### src/rtl/param_sync_fifo_if.sv
// Handshake and status bundle for param_sync_fifo. The FIFO takes the slave modport, and the
// producer/consumer side takes the master modport.
interface param_sync_fifo_if #(
    parameter int unsigned WIDTH = 8,
    parameter int unsigned DEPTH = 16
);
    localparam int unsigned LW = $clog2(DEPTH) + 1;

    logic             flush;
    logic [WIDTH-1:0] data_in;
    logic             wen;
    logic             ren;
    logic [WIDTH-1:0] data_out;
    logic             full;
    logic             empty;
    logic             almost_full;
    logic             almost_empty;
    logic [LW-1:0]    level;
    logic             overflow;
    logic             underflow;

    modport master (
        output flush, data_in, wen, ren,
        input  data_out, full, empty, almost_full, almost_empty, level, overflow, underflow
    );

    modport slave (
        input  flush, data_in, wen, ren,
        output data_out, full, empty, almost_full, almost_empty, level, overflow, underflow
    );
endinterface

### src/rtl/param_sync_fifo.sv
// Parametrised single-clock FIFO with occupancy level, almost-full/empty thresholds, optional
// first-word-fall-through read port, sticky overflow/underflow flags and a synchronous flush.
module param_sync_fifo #(
    parameter int unsigned WIDTH     = 8,
    parameter int unsigned DEPTH     = 16,
    parameter int unsigned AF_THRESH = DEPTH - 2,
    parameter int unsigned AE_THRESH = 2,
    parameter bit          FWFT      = 1'b0
) (
    input  logic               clk,
    input  logic               rst,
    param_sync_fifo_if.slave   bus
);
    localparam int unsigned AW = $clog2(DEPTH);
    localparam int unsigned LW = AW + 1;

    if ((DEPTH < 2) || ((DEPTH & (DEPTH - 1)) != 0)) begin : gen_bad_depth
        $error("param_sync_fifo: DEPTH must be a power of 2 and at least 2");
    end
    if (!((AE_THRESH < AF_THRESH) && (AF_THRESH <= DEPTH))) begin : gen_bad_thresh
        $error("param_sync_fifo: thresholds must satisfy AE_THRESH < AF_THRESH <= DEPTH");
    end

    logic [WIDTH-1:0] mem [DEPTH];
    logic [AW-1:0]    wptr_q, wptr_d;
    logic [AW-1:0]    rptr_q, rptr_d;
    logic [LW-1:0]    level_q, level_d;
    logic             ovf_q, ovf_d;
    logic             udf_q, udf_d;

    logic full, empty;
    logic wr_acc, rd_acc;

    // Status is decoded purely from the registered level.
    assign full  = (level_q == LW'(DEPTH));
    assign empty = (level_q == '0);

    // At full a concurrent read frees the slot the write lands in.
    assign wr_acc = bus.wen && (!full || bus.ren);
    assign rd_acc = bus.ren && !empty;

    always_comb begin
        wptr_d  = wptr_q;
        rptr_d  = rptr_q;
        level_d = level_q;
        ovf_d   = ovf_q;
        udf_d   = udf_q;
        if (bus.flush) begin
            wptr_d  = '0;
            rptr_d  = '0;
            level_d = '0;
            ovf_d   = 1'b0;
            udf_d   = 1'b0;
        end else begin
            if (wr_acc) wptr_d = wptr_q + AW'(1);
            if (rd_acc) rptr_d = rptr_q + AW'(1);
            if (bus.wen && !wr_acc) ovf_d = 1'b1;
            if (bus.ren && !rd_acc) udf_d = 1'b1;
            unique case ({wr_acc, rd_acc})
                2'b10:   level_d = level_q + LW'(1);
                2'b01:   level_d = level_q - LW'(1);
                default: level_d = level_q;
            endcase
        end
    end

    always_ff @(posedge clk or negedge rst) begin
        if (!rst) begin
            wptr_q  <= '0;
            rptr_q  <= '0;
            level_q <= '0;
            ovf_q   <= 1'b0;
            udf_q   <= 1'b0;
        end else begin
            wptr_q  <= wptr_d;
            rptr_q  <= rptr_d;
            level_q <= level_d;
            ovf_q   <= ovf_d;
            udf_q   <= udf_d;
        end
    end

    // Storage is deliberately left out of reset.
    always_ff @(posedge clk) begin
        if (!bus.flush && wr_acc) mem[wptr_q] <= bus.data_in;
    end

    if (FWFT == 1'b0) begin : gen_reg_rd
        logic [WIDTH-1:0] dout_q;
        always_ff @(posedge clk or negedge rst) begin
            if (!rst) begin
                dout_q <= '0;
            end else if (bus.flush) begin
                dout_q <= '0;
            end else if (rd_acc) begin
                dout_q <= mem[rptr_q];
            end
        end
        assign bus.data_out = dout_q;
    end else begin : gen_fwft
        assign bus.data_out = empty ? '0 : mem[rptr_q];
    end

    assign bus.full         = full;
    assign bus.empty        = empty;
    assign bus.almost_full  = (level_q >= LW'(AF_THRESH));
    assign bus.almost_empty = (level_q <= LW'(AE_THRESH));
    assign bus.level        = level_q;
    assign bus.overflow     = ovf_q;
    assign bus.underflow    = udf_q;
endmodule

### src/flat_wrapper.sv
// flat-port wrapper written by rule: the top's interface ports become plain ports
module param_sync_fifo_flat 
#(
    parameter int unsigned WIDTH     = 8,
    parameter int unsigned DEPTH     = 16,
    parameter int unsigned AF_THRESH = DEPTH - 2,
    parameter int unsigned AE_THRESH = 2,
    parameter bit          FWFT      = 1'b0
)
  (clk, rst, bus_flush, bus_data_in, bus_wen, bus_ren, bus_data_out, bus_full, bus_empty, bus_almost_full, bus_almost_empty, bus_level, bus_overflow, bus_underflow);
  param_sync_fifo_if #(.WIDTH(WIDTH), .DEPTH(DEPTH)) bus_i ();
  input  logic clk;
  input  logic rst;
  input wire logic [$bits(bus_i.flush)-1:0] bus_flush;
  input wire logic [$bits(bus_i.data_in)-1:0] bus_data_in;
  input wire logic [$bits(bus_i.wen)-1:0] bus_wen;
  input wire logic [$bits(bus_i.ren)-1:0] bus_ren;
  output wire logic [$bits(bus_i.data_out)-1:0] bus_data_out;
  output wire logic [$bits(bus_i.full)-1:0] bus_full;
  output wire logic [$bits(bus_i.empty)-1:0] bus_empty;
  output wire logic [$bits(bus_i.almost_full)-1:0] bus_almost_full;
  output wire logic [$bits(bus_i.almost_empty)-1:0] bus_almost_empty;
  output wire logic [$bits(bus_i.level)-1:0] bus_level;
  output wire logic [$bits(bus_i.overflow)-1:0] bus_overflow;
  output wire logic [$bits(bus_i.underflow)-1:0] bus_underflow;
  assign bus_i.flush = bus_flush;
  assign bus_i.data_in = bus_data_in;
  assign bus_i.wen = bus_wen;
  assign bus_i.ren = bus_ren;
  assign bus_data_out = bus_i.data_out;
  assign bus_full = bus_i.full;
  assign bus_empty = bus_i.empty;
  assign bus_almost_full = bus_i.almost_full;
  assign bus_almost_empty = bus_i.almost_empty;
  assign bus_level = bus_i.level;
  assign bus_overflow = bus_i.overflow;
  assign bus_underflow = bus_i.underflow;
  param_sync_fifo #(.WIDTH(WIDTH), .DEPTH(DEPTH), .AF_THRESH(AF_THRESH), .AE_THRESH(AE_THRESH), .FWFT(FWFT)) u_core (.clk(clk), .rst(rst), .bus(bus_i));
endmodule
### config.mk
export PLATFORM = sky130hd
export DESIGN_NAME = param_sync_fifo_flat
export DESIGN_NICKNAME = d
export VERILOG_FILES = /design/src/rtl/param_sync_fifo_if.sv /design/src/rtl/param_sync_fifo.sv /design/src/flat_wrapper.sv
export SDC_FILE = /design/constraint.sdc
export NUM_CORES = 1
export LEC_CHECK = 0
export CORE_ASPECT_RATIO = 1.5
export CORE_UTILIZATION = 30
export DETAILED_ROUTE_END_ITERATION = 8
export PLACE_DENSITY = 0.43
export SYNTH_ARGS = -nofsm -noshare
export SYNTH_HDL_FRONTEND = slang
export SYNTH_SLANG_ARGS = --single-unit
### constraint.sdc
create_clock -name clk -period 3.6 [get_ports clk]
set_clock_uncertainty 0.1 [all_clocks]
set_input_delay 0.54 -clock clk [delete_from_list [all_inputs] [get_ports clk]]
set_output_delay 0.54 -clock clk [all_outputs]
set_load 0.01 [all_outputs]
==> flow_summary.toml <==
[worst_setup_path]
cp-end-kind = "output pin"
path_cells = "or3_1 -> nor2_1 -> clkdlybuf4s50_1"
worstPathArrival_ps = 2150
r2r-start = "u_core.bus.level[3]"
critPathLaunchType = "register"
crit_fanout = 7
critPathLaunch = "u_core.bus.level[3]"
slowest_stage = "clkdlybuf4s50_1"
required_ps = 2960
critPathKind = "reg2out"
slowest_delay_ps = 550

[finish]
multi_input_area_um2 = 1760
fin_util = 0.373
regArea_um2 = 4420
mostFrequentLayoutCell = "edfxtp_1"
nets = 427
fin_cells = 682
area_growth_pct = 21.1
design_area_um2 = 7640
drive_above_1_share = 0.239
antenna_cells = 0
num-fill-cells = 1953
layout_common_cells = "edfxtp_1 (128), nor2_1 (32), mux4_2 (32)"

[synthesis]
synth_fa_ha_area_frac = 0.0190
syn_avg_cell_area_um2 = 17.9
synth_simple_gate_area_frac = 0.0620
ys_seq_elements = 151
ys_seq_area_frac = 0.700
muxShareOfSynthArea = 0.152
synth_cell_types = 44
synthFlopType = "edfxtp_1"
synth-compound-area-share = 0.0383
synth-xor-area-share = 0.00833
synth_area_um2 = 6310
yosys_warnings = 0
ys_async_sr_fraction = 0.152
synthCells = 352
synth_top_family_by_area = "multiplexers"
syn-num-nets = 374
netlist.area_leader.share = 0.609
yosys.area.top_type = "edfxtp_1"
synth-edff-count = 128
synth.area.top_cells = "edfxtp_1 (61%), mux4_2 (11%), dfrtp_1 (9.1%), mux2i_1 (2.9%), nor2_1 (1.9%)"

[die]
start_util = 0.308
dieArea_um2 = 21600
fp.coreArea_um2 = 20500
dieHeight_um = 180
die_w_um = 120
num_rows = 64
io_pins = 32

[placed_design]
hpwl_um = 9370
place_area_um2 = 7040
dp_slack_ps = 722
gp_congestion = 0.746
io_buffers = 31
numPlacedInstances = 650

[drt]
wl_per_cell_um = 21.0
drt_wl_total_um = 14300
drtIter0Drc = 140
dr_total_vias = 3328
drc = 0
drt-pass1-iter-count = 4
ant_nets = 0
routed_via_density = 4.88

[outcome]
status = "finished clean"

[grt]
grt_max_degree = 36
grt_pass1_vias = 3583
grt_pass1_wl_um = 21700
track_usage = 0.141
antenna_found_initial = 0
grt_overflow = 0

[sta]
timing.hold.ws_ps = 393
setup_viol = 0
rsz0062_at_grt = "no"
period_share = 0.776
max_freq_mhz = 358
slew_headroom = 0.496
layout_setup_ws_ps = 806
fin_tns_setup_ps = 0
maxSlewViolCount = 0
hold_violations = 0
worst_pin_slew_ps = 756
period_minus_slack_ps = 2790

[clock_tree]
path_clk_slew_ps = 70
clock_latency_ps = 410
h-tree-depth = 4
clock-root-buffer = "clkbuf_16"
holdBufCountCts = 0
cts_resized = 0
clockBufferDepth = 2
post_cts_buffers = 0
cts_num_sinks = 151
cts_tree = "done"
numCtsBuffers = 17

[power]
power_density_nw_per_um2 = 642
power_mw = 4.91
power_leakage_nw = 2.57
ir_drop_v = 0.000307

[worst_hold_path]
hp-class = "in2async"

[run]
cap_viol_max_count = 0
layout make-up:
cell class | count | area share
multi-input combinational | 174 | 0.231
clock buffer | 19 | 0.0566
timing repair buffer | 55 | 0.0658
clock inverter | 13 | 0.0224
tap | 264 | 0.0432
inverter | 6 | 0.00295
sequential | 151 | 0.578
sequential cells by signal, summed over array words and instances, names as in the netlist:
signal                flops
u_core.bus.underflow      1
u_core.mem              128
u_core.bus.data_out       8
u_core.bus.overflow       1
u_core.wptr_q             4
u_core.rptr_q             4
u_core.bus.level          5
where the power goes:
group	switching (mW)	internal (mW)	total, mW
registers	0.113	1.98	2.09
logic	0.507	0.488	0.994
clock network	0.718	1.10	1.82
total	1.34	3.57	4.91
Yosys cell counts, types with 2 or more instances:
| cell type | n |
|---|---|
| edfxtp_1 | 128 |
| mux4_2 | 32 |
| nor2_1 | 32 |
| dfrtp_1 | 23 |
| mux2i_1 | 18 |
| nand3b_1 | 11 |
| clkbuf_1 | 9 |
| o221ai_1 | 9 |
| buf_2 | 8 |
| ha_1 | 8 |
| nand2_1 | 7 |
| inv_1 | 6 |
| o211ai_1 | 5 |
| a21oi_1 | 4 |
| nand2b_1 | 4 |
| nor2b_1 | 4 |
| xor2_1 | 4 |
| mux2_2 | 3 |
| or2_2 | 3 |
| and3_1 | 2 |
| buf_6 | 2 |
| nand3_1 | 2 |
| o21ai_2 | 2 |
| o22a_1 | 2 |
| or3_1 | 2 |
| or3b_2 | 2 |
| or4_1 | 2 |
| xnor2_1 | 2 |
logic make-up (layout without fill, tap and decap cells):
kind of cell	Yosys count	in the layout
AO/OA/AOI/OAI	30	30
XOR/XNOR	6	6
adder cells (fa/ha/maj)	9	9
buffers and inverters	27	93
flip-flops	151	151
multiplexers	54	54
AND/OR/NAND/NOR	75	75
path summary, 6_finish.rpt:
| path | slack [ps] | depth (start not counted) | to |
|---|---|---|---|
| hold / removal | 390 | 2 | u_core.bus.level[0] |
| setup reg to reg | 850 | 9 | u_core.bus.level[4] |
| hold reg to reg | 410 | 2 | u_core.bus.underflow |
| min in group clk | 410 | 2 | u_core.bus.underflow |
| max in group asynchronous | 2700 | 2 | u_core.rptr_q[1] |
| setup / recovery | 810 | 3 | bus_empty |
layer usage:
layer | vias up | routed length, um | global-route usage
met5 | - | 0 | 0
met4 | 0 | 239 | 0.0553
met3 | 12 | 381 | 0.0254
met2 | 61 | 8040 | 0.261
met1 | 1760 | 5670 | 0.156
li1 | 1495 | - | -
critical path, delay by kind of cell (launching register included):
family                 cells  cell delay, ps
flip-flops                 1             480
buffers and inverters      1             550
AND/OR/NAND/NOR            2             700
(Power assumes the default switching activity.)
